===== src/rtl/fault_status_monitor.sv =====
// fault_status_monitor: qualifies fault sources against a persistence threshold,
// latches them as sticky bits with priority-encoded crash code, first-fault capture
// with timestamp, saturating per-source event counters and a four-phase clear.
//   clk, rst      clock, asynchronous active-high reset
//   fault_in      raw fault levels (bit0 highest priority, code = index+1)
//   fault_mask    1 = source ignored
//   clr_req       clear request (level), clr_ack acknowledge
//   cnt_sel       counter index, cnt_out its event count (registered)
//   sticky        latched faults; crash_code / crash decoded from sticky
//   first_code    code of first fault since reset/clear, first_ts its timestamp
//   irq           one-cycle pulse when any sticky bit rises
module fault_status_monitor #(
    parameter int unsigned NUM_SRC  = 4,
    parameter int unsigned CODE_W   = 3,
    parameter int unsigned QUAL_CYC = 4,
    parameter int unsigned CNT_W    = 8,
    parameter int unsigned TS_W     = 16
) (
    input  logic                clk,
    input  logic                rst,
    input  logic [NUM_SRC-1:0]  fault_in,
    input  logic [NUM_SRC-1:0]  fault_mask,
    input  logic                clr_req,
    output logic                clr_ack,
    input  logic [CODE_W-1:0]   cnt_sel,
    output logic [CNT_W-1:0]    cnt_out,
    output logic [NUM_SRC-1:0]  sticky,
    output logic [CODE_W-1:0]   crash_code,
    output logic [CODE_W-1:0]   first_code,
    output logic [TS_W-1:0]     first_ts,
    output logic                crash,
    output logic                irq
);

    localparam int unsigned QW = $clog2(QUAL_CYC + 1);
    localparam logic [QW-1:0]    Q_MAX   = QW'(QUAL_CYC);
    localparam logic [CNT_W-1:0] CNT_MAX = '1;

    typedef enum logic [1:0] {IDLE, CLEAR, ACK} state_e;

    state_e              state_q, state_d;
    logic                clr_ack_q, clr_ack_d;
    logic [TS_W-1:0]     ts_q;
    logic [QW-1:0]       q_cnt_q [NUM_SRC];
    logic [QW-1:0]       q_cnt_d [NUM_SRC];
    logic [NUM_SRC-1:0]  qual_c, qual_prev_q, ev_c;
    logic [NUM_SRC-1:0]  sticky_q, sticky_d, sticky_base;
    logic [CNT_W-1:0]    ev_cnt_q [NUM_SRC];
    logic [CNT_W-1:0]    ev_cnt_d [NUM_SRC];
    logic [CNT_W-1:0]    cnt_base [NUM_SRC];
    logic [CODE_W-1:0]   first_code_q, first_code_d, first_base, ev_code;
    logic [TS_W-1:0]     first_ts_q, first_ts_d;
    logic                irq_q, irq_d, wipe;
    logic [CNT_W-1:0]    cnt_out_q, cnt_out_d;

    // Clear handshake next-state
    always_comb begin
        state_d   = state_q;
        clr_ack_d = 1'b0;
        case (state_q)
            IDLE:    if (clr_req) state_d = CLEAR;
            CLEAR:   state_d = ACK;
            ACK:     if (!clr_req) state_d = IDLE;
            default: state_d = IDLE;
        endcase
        clr_ack_d = (state_d == ACK);
    end

    // Qualification, events, sticky/counter/first-fault update
    always_comb begin
        wipe        = (state_q == CLEAR);
        sticky_base = wipe ? '0 : sticky_q;
        first_base  = wipe ? '0 : first_code_q;
        ev_code     = '0;
        cnt_out_d   = '0;
        for (int i = 0; i < int'(NUM_SRC); i++) begin
            qual_c[i] = (q_cnt_q[i] == Q_MAX);
            if (fault_in[i] && !fault_mask[i])
                q_cnt_d[i] = qual_c[i] ? Q_MAX : q_cnt_q[i] + QW'(1);
            else
                q_cnt_d[i] = '0;
        end
        ev_c     = qual_c & ~qual_prev_q;
        sticky_d = sticky_base | ev_c;
        irq_d    = |(ev_c & ~sticky_base);
        // An event in the clear cycle is applied on top of the wiped state
        for (int i = 0; i < int'(NUM_SRC); i++) begin
            cnt_base[i] = wipe ? '0 : ev_cnt_q[i];
            ev_cnt_d[i] = (ev_c[i] && cnt_base[i] != CNT_MAX) ? cnt_base[i] + CNT_W'(1)
                                                              : cnt_base[i];
            if (cnt_sel == CODE_W'(i)) cnt_out_d = ev_cnt_q[i];
        end
        for (int i = int'(NUM_SRC) - 1; i >= 0; i--) begin
            if (ev_c[i]) ev_code = CODE_W'(i + 1);
        end
        first_code_d = first_base;
        first_ts_d   = wipe ? '0 : first_ts_q;
        if (first_base == '0 && ev_c != '0) begin
            first_code_d = ev_code;
            first_ts_d   = ts_q;
        end
    end

    // Priority encoder: lowest set sticky index wins
    always_comb begin
        crash_code = '0;
        for (int i = int'(NUM_SRC) - 1; i >= 0; i--) begin
            if (sticky_q[i]) crash_code = CODE_W'(i + 1);
        end
    end

    always_ff @(posedge clk or posedge rst) begin
        if (rst) begin
            state_q      <= IDLE;
            clr_ack_q    <= 1'b0;
            ts_q         <= '0;
            qual_prev_q  <= '0;
            sticky_q     <= '0;
            first_code_q <= '0;
            first_ts_q   <= '0;
            irq_q        <= 1'b0;
            cnt_out_q    <= '0;
            for (int i = 0; i < int'(NUM_SRC); i++) begin
                q_cnt_q[i]  <= '0;
                ev_cnt_q[i] <= '0;
            end
        end else begin
            state_q      <= state_d;
            clr_ack_q    <= clr_ack_d;
            ts_q         <= ts_q + TS_W'(1);
            qual_prev_q  <= qual_c;
            sticky_q     <= sticky_d;
            first_code_q <= first_code_d;
            first_ts_q   <= first_ts_d;
            irq_q        <= irq_d;
            cnt_out_q    <= cnt_out_d;
            for (int i = 0; i < int'(NUM_SRC); i++) begin
                q_cnt_q[i]  <= q_cnt_d[i];
                ev_cnt_q[i] <= ev_cnt_d[i];
            end
        end
    end

    assign clr_ack    = clr_ack_q;
    assign cnt_out    = cnt_out_q;
    assign sticky     = sticky_q;
    assign first_code = first_code_q;
    assign first_ts   = first_ts_q;
    assign crash      = |sticky_q;
    assign irq        = irq_q;

endmodule


===== config.mk =====
export PLATFORM = sky130hd
export DESIGN_NAME = fault_status_monitor
export DESIGN_NICKNAME = d
export VERILOG_FILES = /design/src/rtl/fault_status_monitor.sv
export SDC_FILE = /design/constraint.sdc
export NUM_CORES = 1
export LEC_CHECK = 0
export BUFFER_PORTS_ARGS = -buffer_cell sky130_fd_sc_hd__buf_4
export CELL_PAD_IN_SITES_DETAIL_PLACEMENT = 2
export CELL_PAD_IN_SITES_GLOBAL_PLACEMENT = 2
export CORE_ASPECT_RATIO = 1.25
export CORE_MARGIN = 8
export CORE_UTILIZATION = 38
export DETAILED_ROUTE_END_ITERATION = 10
export GPL_TIMING_DRIVEN = 0
export PLACE_DENSITY_LB_ADDON = 0.1
export REMOVE_ABC_BUFFERS = 1
export SYNTH_ARGS = -nofsm -noshare
export SYNTH_HDL_FRONTEND = slang
export SYNTH_SLANG_ARGS = --single-unit

===== constraint.sdc =====
create_clock -name clk -period 3.55 [get_ports clk]
set_input_delay 0.355 -clock clk [delete_from_list [all_inputs] [get_ports clk]]
set_output_delay 0.355 -clock clk [all_outputs]
set_load 0.02 [all_outputs]

* Yosys cells after proc, flatten, opt, wreduce, memory -nomap -nowiden
Cells that the tools add are included.
Word-level totals: register bits 99, bits of input ports 14, output and inout port bits 37, word-level logic and storage cells 101
Operators by class: add/sub/neg operators 9, eq/ne operators 14, muxes and demuxes 36, bitwise logic cells 5, reduce and logical (&&, ||, !) cells 20
Operator list (count):
- $mux 8 | 12
- $mux 3 | 18
- $add 8x1->8 const B | 4
- $mux 16 | 2
- $ne 8x8->1 const B | 4
- $add 16x1->16 const B | 1
- $add 3x1->3 const B | 4
- $eq 3x3->1 const B | 4
- $logic_and 1x1->1 | 9
- $and 4x4->4 | 2
- $not 4->4 | 2
- $reduce_or 4->1 | 2
- $eq 3x2->1 const B | 2
- $logic_not 3->1 | 2
- $pmux 2 s3 | 1
- $eq 2x2->1 const B | 2
- $logic_not 1->1 | 4
- $mux 2 | 2
- $mux 4 | 1
- $or 4x4->4 | 1
- $reduce_bool 4->1 | 1
- $eq 3x1->1 const B | 1
- $eq 2x1->1 const B | 1
- $logic_not 2->1 | 1
- $reduce_bool 2->1 | 1

* Longest topological paths before layout
Gate-level depths: netlist (run 1).
word-level depth 7, depth in mapped cells 7, mapped depth without buffers 6

* Worst setup path before layout (run 1)
No wires, ideal clock.
path type register to output, start point reg sticky_q[0] (netlist: sticky[0]), end point out crash_code[2], arrival 1.300 ns, required time 3.195 ns, setup slack 1.895 ns, stages on the path, launching flop included 2, buffers on the path 0, cell sequence dfrtp_1 nor4b_1
On the way: cells in the longest elaborated chain, start to end 1
Ends and longest elaborated chain:
- start: declaration | line 47 | logic [NUM_SRC-1:0] sticky_q, sticky_d, sticky_base;
- start signal: assignment | line 132 | sticky_q <= sticky_d;
- $mux 3 | line 108 | if (sticky_q[i]) crash_code = CODE_W'(i + 1);
- end: declaration | line 28 | output logic [CODE_W-1:0] crash_code,
No other way between the ends.

* Worst setup path in the final report (run 1)
start point reg state_q[1], end point reg first_ts_q[2] (netlist: first_ts[2])
On the way: cells in the longest elaborated chain, start to end 5, elaborated cells between the ends (all ways) 6, those cells by class 1 x eq/ne; 2 x mux; 3 x reduce/logical
Ends and longest elaborated chain:
- start: declaration | line 41 | state_e state_q, state_d;
- start signal: assignment | line 128 | state_q <= state_d;
- $eq 2x1->1 * | line 71 | wipe = (state_q == CLEAR);
- $mux 3 | line 73 | first_base = wipe ? '0 : first_code_q;
- $logic_not 3->1 | line 98 | if (first_base == '0 && ev_c != '0) begin
- $logic_and 1x1->1 | line 98
- $mux 16 / $reduce_bool 2->1 (equally long branches)
- end signal: assignment | line 134 | first_ts_q <= first_ts_d;
- end: declaration | line 52 | logic [TS_W-1:0] first_ts_q, first_ts_d;
Mark *: on every way between the ends. The rest lies on a longest branch, timed or not. A chain may end at the register's enable or synchronous reset.

==> flow_metrics.tcl, run 1 <==
set metrics [dict create \
    report.final.setup_viol 0 \
    yosysTopAreaCell "sky130_fd_sc_hd__dfrtp_1" \
    netlist_area_pre_place_sq_um 4580 \
    placement.setup.worst_slack_ps 873 \
    critical-path-slowest-cell "sky130_fd_sc_hd__nor2b_2" \
    synth_fa_ha_area_frac 0.0246 \
    synth.mux.area_fraction 0.0765 \
    cts-root-to-sink-buffers 2 \
    num-nets-final 500 \
    critical_path_required_ps 3800 \
    yosys_warnings 0 \
    critical-path-max-stage-delay_ps 950 \
    number_of_buffers_inserted_by_post_cts_setup_repair 0 \
    tritoncts "built" \
    synthArstFlopShare 1.00 \
    floorplan.io_pins 51 \
    reg2reg_to "first_ts[2]" \
    number_of_detailed_route_iterations_in_the_first_pass 6 \
    root_buffer "sky130_fd_sc_hd__clkbuf_16" \
    post_synth_and_or_nand_nor_area_fraction 0.198 \
    worst-endpoint-arrival_ps 2910 \
    die_w_um 114 \
    fillcell_total 1276 \
    synth_top_area_share 0.541 \
    synthesis.area_per_instance_sq_um 10.7 \
    postPlaceCellArea_sq_um 5110 \
    worst_slack_ps 892 \
    cts.clk_slew.worst_paths_ps 60 \
    worstPathCellList "nor2b_2, nor2_2, a41oi_4, mux2i_1" \
    critPathTopFamily "simple AND/OR/NAND/NOR gates" \
    slew_headroom 0.179 \
    initial_utilization 0.384 \
    p_leak_nw 2.42 \
    htree_levels 3 \
    final_cell_area_sq_um 5370 \
    worst-r2r-setup-slack_ps 890 \
    synthToLayoutAreaGrowth_pct 17.2 \
    tritoncts.num_buffers 9 \
    maximum_number_of_pins_on_one_net_before_global_route_repair 62 \
    detail_route.vias_per_cell 5.31 \
    cts.sink_count 99 \
    rsz0062_at_grt "no" \
    final_common_cell "sky130_fd_sc_hd__dfrtp_1" \
    place.detailed.hpwl_um 8100 \
    critical_path.n_buffers_inverters 0 \
    finClkSkew_ps 4.47 \
    antennaDiodeCount 0 \
    report.power.total_mw 2.35 \
    routed_wire_length_per_instance_um 17.6 \
    worstSetupPathDepth 4 \
    power_per_cell_area_nw_per_um2 438 \
    antenna_found_initial 0 \
    run_status "complete, no violations" \
    die_height_um 139 \
    ys_top_cells_by_area "sky130_fd_sc_hd__dfrtp_1, sky130_fd_sc_hd__mux4_2, sky130_fd_sc_hd__nand2_1" \
    number_of_port_buffers 50 \
    combinational_family_with_the_most_area_after_synthesis "simple AND/OR/NAND/NOR gates" \
    period_share 0.749 \
    most_used_flip_flop_cell_after_synthesis "sky130_fd_sc_hd__dfrtp_1" \
    cp-start-kind "flop" \
    timing.reg2reg.worst_path_depth 4 \
    drc 0 \
    final_antenna_net_count 0 \
    criticalPathCategory "flop to flop" \
    grt_first_pass_wirelength_um 19500 \
    mostFrequentLayoutCells "sky130_fd_sc_hd__dfrtp_1, sky130_fd_sc_hd__buf_4, sky130_fd_sc_hd__nand2_1, sky130_fd_sc_hd__nor2_1, sky130_fd_sc_hd__inv_1" \
    finalCriticalPeriod_ps 2660 \
    final-max-slew-violation-count 0 \
    regToRegStartpoint "state_q[1]" \
    detail_route.iter0.violations 112 \
    first_global_vias 3937 \
    core-area_sq_um 11900 \
    post_synth_num_cell_types 52 \
    yosysSeqAreaShare 0.541 \
    timing.max_cap.violations 0 \
    synth_xor_xnor_area_share 0.0306 \
    routabilityCongestion 0.756 \
    fmaxAchievable_mhz 376 \
    vdd.ir_drop.worst_uv 170 \
    hold_buffers 0 \
    worstSkewPairLatency_ps 340 \
    synth_compound_gate_area_share 0.0844 \
    gr-total-overflow 0 \
    fin_tns_setup_ps 0 \
    design.die.area_sq_um 15800 \
    finalHoldViolCount 0 \
    rows 45 \
    post_cts_resize_count 0 \
    synthesis.instances 428 \
    setup.worst_path.end_class "flop" \
    grt_usage 0.153 \
    wl_um 11400 \
    worstMarginPinSlew_ps 1230 \
    yosys_register_bits 99 \
    critical_path_peak_fanout 27 \
    post_route_cells_drive_above_1_share 0.170 \
    hold_class "input pin to async pin" \
    dr_total_vias 3430 \
    number_of_flops_mapped_to_enable_cells_by_yosys 0 \
]
-- cell usage after synthesis, types with 2 or more instances --
cell type and count:
sky130_fd_sc_hd__xnor2_1 15, sky130_fd_sc_hd__nor2_1 34, sky130_fd_sc_hd__mux2i_1 17, sky130_fd_sc_hd__nand3_1 15
sky130_fd_sc_hd__or4_1 2, sky130_fd_sc_hd__nand2_1 47, sky130_fd_sc_hd__o21ai_0 11, sky130_fd_sc_hd__a211oi_1 9
sky130_fd_sc_hd__clkbuf_1 6, sky130_fd_sc_hd__nand3b_2 2, sky130_fd_sc_hd__a21oi_1 16, sky130_fd_sc_hd__a32o_1 2
sky130_fd_sc_hd__dfrtp_1 99, sky130_fd_sc_hd__nor3_1 24, sky130_fd_sc_hd__nor2b_1 10, sky130_fd_sc_hd__ha_1 9
sky130_fd_sc_hd__buf_2 5, sky130_fd_sc_hd__mux4_2 8, sky130_fd_sc_hd__and2_1 6, sky130_fd_sc_hd__inv_1 34
sky130_fd_sc_hd__nand3b_1 2, sky130_fd_sc_hd__nand2b_1 4, sky130_fd_sc_hd__and3b_1 2, sky130_fd_sc_hd__and3_1 3
sky130_fd_sc_hd__nand4_1 6, sky130_fd_sc_hd__a31oi_1 11, sky130_fd_sc_hd__nor4_1 4
-- state kept, by name (all words and copies together) (netlist names) --
signal       cells
clr_ack          1
cnt_out          8
ev_cnt_q        32
first_code       3
first_ts        16
irq              1
q_cnt_q         12
qual_prev_q      4
state_q          2
sticky           4
ts_q            16
-- per-stage QoR --
step / hold slack, ps / instances / util
after detailed placement: 441 / 630 / 0.429
after global placement: 444 / 629 / 0.426
after global routing: 92.4 / 646 / 0.450
after floorplan: 421 / 415 / -
after CTS: 71.9 / 646 / 0.450
final: 55.0 / 646 / 0.450
-- where the power goes --
part	leakage (nW)	switching (mW)	total (mW)	internal, mW
logic	0.939	0.198	0.282	0.0836
registers	1.36	0.0306	1.19	1.16
clock network	0.121	0.402	0.878	0.476
total	2.42	0.631	2.35	1.72
-- metal layers --
layer,part of all wire,global-route usage
met1,0.40,0.163
met2,0.56,0.286
met3,0.018,0.0227
met4,0.019,0.0696
met5,0,0
-- logic make-up (layout without fill, tap and decap cells) --
family,Yosys count,in the layout
compound gates,58,58
xor+xnor,16,16
fa+ha+maj,9,9
buf+inv,47,101
flops,99,99
mux,25,25
simple gates,174,174
-- worst max path at each step --
stage / start / to / slack (ps)
CTS: state_q[1] / first_ts[2] / 800
detailed placement: state_q[1] / first_ts[13] / 870
global placement: rst / ev_cnt_q[23] / -720
floorplan: rst / clr_ack / 600
global route: state_q[1] / first_ts[10] / 670
finish: state_q[1] / first_ts[2] / 890
-- cell type report --
| cell class | instances | area (sq um) | area share |
|---|---|---|---|
| Clock buffer | 14 | 244 | 0.0454 |
| Timing Repair Buffer | 51 | 403 | 0.0750 |
| Sequential cell | 99 | 2480 | 0.461 |
| Inverter | 34 | 130 | 0.0242 |
| Tap cell | 164 | 205 | 0.0382 |
| Multi-Input combinational cell | 282 | 1900 | 0.354 |
| Clock inverter | 2 | 12.5 | 0.00233 |
Note: power is estimated with default switching activity, not from simulation.
==> run 2, diff against run 1 <==
ABC_AREA = 1   (was not set)
CORE_UTILIZATION = 32   (was 38)
clock period = 2.3 ns   (was 3.55 ns; I/O delays follow)
==> flow_metrics.tcl, run 2 <==
set metrics [dict create \
    run_status "complete, no violations" \
    detail_route.vias_per_cell 4.78 \
    number_of_port_buffers 50 \
    report.power.total_mw 4.01 \
    number_of_detailed_route_iterations_in_the_first_pass 4 \
    finalCriticalPeriod_ps 1990 \
    die_height_um 157 \
    critical-path-max-stage-delay_ps 390 \
    first_global_vias 4821 \
    vdd.ir_drop.worst_uv 268 \
    synth.cells.most_frequent "sky130_fd_sc_hd__nand2_1, sky130_fd_sc_hd__dfrtp_1, sky130_fd_sc_hd__inv_1" \
    cts.clk_slew.worst_paths_ps 70 \
    grt_first_pass_wirelength_um 24700 \
    timing.max_cap.violations 0 \
    yosys_register_bits 99 \
    final_cell_area_sq_um 5980 \
    period_share 0.865 \
    placement.setup.worst_slack_ps -15.7 \
    p_leak_nw 3.02 \
    final-max-slew-violation-count 0 \
    hold_ws_ps 156 \
    fmaxAchievable_mhz 502 \
    tritoncts.num_buffers 9 \
    cts-root-to-sink-buffers 2 \
    power_per_cell_area_nw_per_um2 670 \
    largest_register_by_flop_count "ev_cnt_q" \
    design.die.area_sq_um 20200 \
    postLayoutCoreUtil 0.384 \
    synthesis.instances 600 \
    report.final.setup_viol 0 \
    yosysTopAreaCell "sky130_fd_sc_hd__dfrtp_1" \
    die_w_um 129 \
    synthArstFlopShare 1.00 \
    post_route_cells_drive_above_1_share 0.185 \
    worstMarginPinSlew_ps 898 \
    gr-total-overflow 0 \
    num-nets-final 676 \
    critical_path_peak_fanout 66 \
    routed_wire_length_per_instance_um 16.5 \
    yosysSeqAreaShare 0.489 \
    maximum_number_of_pins_on_one_net_before_global_route_repair 67 \
    place.detailed.hpwl_um 10700 \
    root_buffer "sky130_fd_sc_hd__clkbuf_16" \
    rsz0062_at_grt "no" \
    antennaDiodeCount 0 \
    detail_route.iter0.violations 111 \
    htree_levels 3 \
    critPathTopFamily "simple AND/OR/NAND/NOR gates" \
    cts.sink_count 99 \
    tritoncts "built" \
    finalHoldViolCount 0 \
    postPlaceCellArea_sq_um 5650 \
    final_common_cell "sky130_fd_sc_hd__nand2_1" \
    grt_usage 0.155 \
    worstPathCellList "inv_2, nand2_8, o21ai_0, nand2_2, inv_2, nand2_4, inv_4, nand2_1, nand2_1" \
    number_of_flops_mapped_to_enable_cells_by_yosys 0 \
    ys_top_cells_by_area "sky130_fd_sc_hd__dfrtp_1, sky130_fd_sc_hd__nand2_1, sky130_fd_sc_hd__inv_1" \
    dr_total_vias 4155 \
    rows 51 \
    finClkSkew_ps 9.38 \
    routabilityCongestion 0.742 \
    slew_headroom 0.397 \
    most_used_flip_flop_cell_after_synthesis "sky130_fd_sc_hd__dfrtp_1" \
    fillcell_total 1815 \
    worst-endpoint-arrival_ps 2220 \
    critical-path-slowest-cell "sky130_fd_sc_hd__dfrtp_1" \
    critical_path_required_ps 2530 \
    cp-start-kind "flop" \
    netlist_area_pre_place_sq_um 5070 \
    synth_most_common_cell "sky130_fd_sc_hd__nand2_1" \
    synth_top_area_share 0.489 \
    critical_path.n_buffers_inverters 3 \
    worst_slack_ps 309 \
    largest_register_ff_count 32 \
    worstSkewPairLatency_ps 350 \
    wl_um 14300 \
    core-area_sq_um 15600 \
    worst-r2r-setup-slack_ps 310 \
    synthToLayoutAreaGrowth_pct 18.0 \
    antenna_found_initial 0 \
    yosys_warnings 0 \
    synthesis.area_per_instance_sq_um 8.45 \
    post_synth_num_cell_types 37 \
    hold_class "input pin to flop" \
    drc 0 \
    mostFrequentLayoutCells "sky130_fd_sc_hd__nand2_1, sky130_fd_sc_hd__dfrtp_1, sky130_fd_sc_hd__inv_1, sky130_fd_sc_hd__buf_4, sky130_fd_sc_hd__nand3_1" \
    setup.worst_path.end_class "flop" \
    initial_utilization 0.326 \
    floorplan.io_pins 51 \
    criticalPathCategory "flop to flop" \
    final_antenna_net_count 0 \
]
-- run 2: metrics by stage --
step | std cells | TNS, ps
after floorplan | 589 | -51520
after global placement | 851 | -196850
after detailed placement | 853 | -35.1
after CTS | 870 | 0
after global routing | 870 | 0
final | 870 | 0
-- run 2: area by class of cell --
| cell class | count | area [sq um] | area share |
|---|---|---|---|
| Clock buffer | 10 | 239 | 0.0399 |
| Clock inverter | 6 | 71.3 | 0.0119 |
| Inverter | 92 | 350 | 0.0586 |
| Multi-Input combinational cell | 398 | 2150 | 0.360 |
| Sequential cell | 99 | 2480 | 0.414 |
| Tap cell | 212 | 265 | 0.0443 |
| Timing Repair Buffer | 53 | 428 | 0.0715 |
-- run 2: power by group --
group / internal, mW / switching (mW)
clock network: 0.884 / 0.710
registers: 1.80 / 0.0530
logic: 0.157 / 0.406
-- run 2: path summary, 6_finish.rpt --
kind / from / endpoint / cells after the start
setup / recovery: state_q[1] / first_ts[13] / 9
hold / removal: fault_mask[2] / q_cnt_q[4] / 4
setup reg to reg: state_q[1] / first_ts[13] / 9
hold reg to reg: q_cnt_q[6] / q_cnt_q[6] / 1
max in group asynchronous: rst / ev_cnt_q[7] / 4
min in group asynchronous: rst / q_cnt_q[4] / 3
-- run 2: cells by family after synthesis --
family | Yosys count | synth area share
adder cells (fa/ha/maj) | 9 | 0.0222
buffers and inverters | 103 | 0.0896
AO/OA/AOI/OAI | 51 | 0.0624
XOR/XNOR | 16 | 0.0276
AND/OR/NAND/NOR | 322 | 0.310
flip-flops | 99 | 0.489
-- run 2: tightest hold or removal path, stage by stage --
cell and delay [ps]:
sky130_fd_sc_hd__buf_4 80, sky130_fd_sc_hd__nor2_1 30, sky130_fd_sc_hd__inv_1 80, sky130_fd_sc_hd__nor2_1 50
-- run 2: per-layer routing --
layer | part of all wire | vias up | global-route usage
li1 | - | 2000 | -
met1 | 0.41 | 2103 | 0.167
met2 | 0.54 | 38 | 0.292
met3 | 0.028 | 14 | 0.0279
met4 | 0.018 | 0 | 0.0583
met5 | 0 | - | 0
-- run 2: repair_timing --
item | in CTS | in global routing
endpoints found under the setup margin | 16 | 0
hold endpoints to repair | 36 | 0
buffers inserted | 0 | 0
gates resized for setup | 1 | 0
hold buffers | 1 | 0
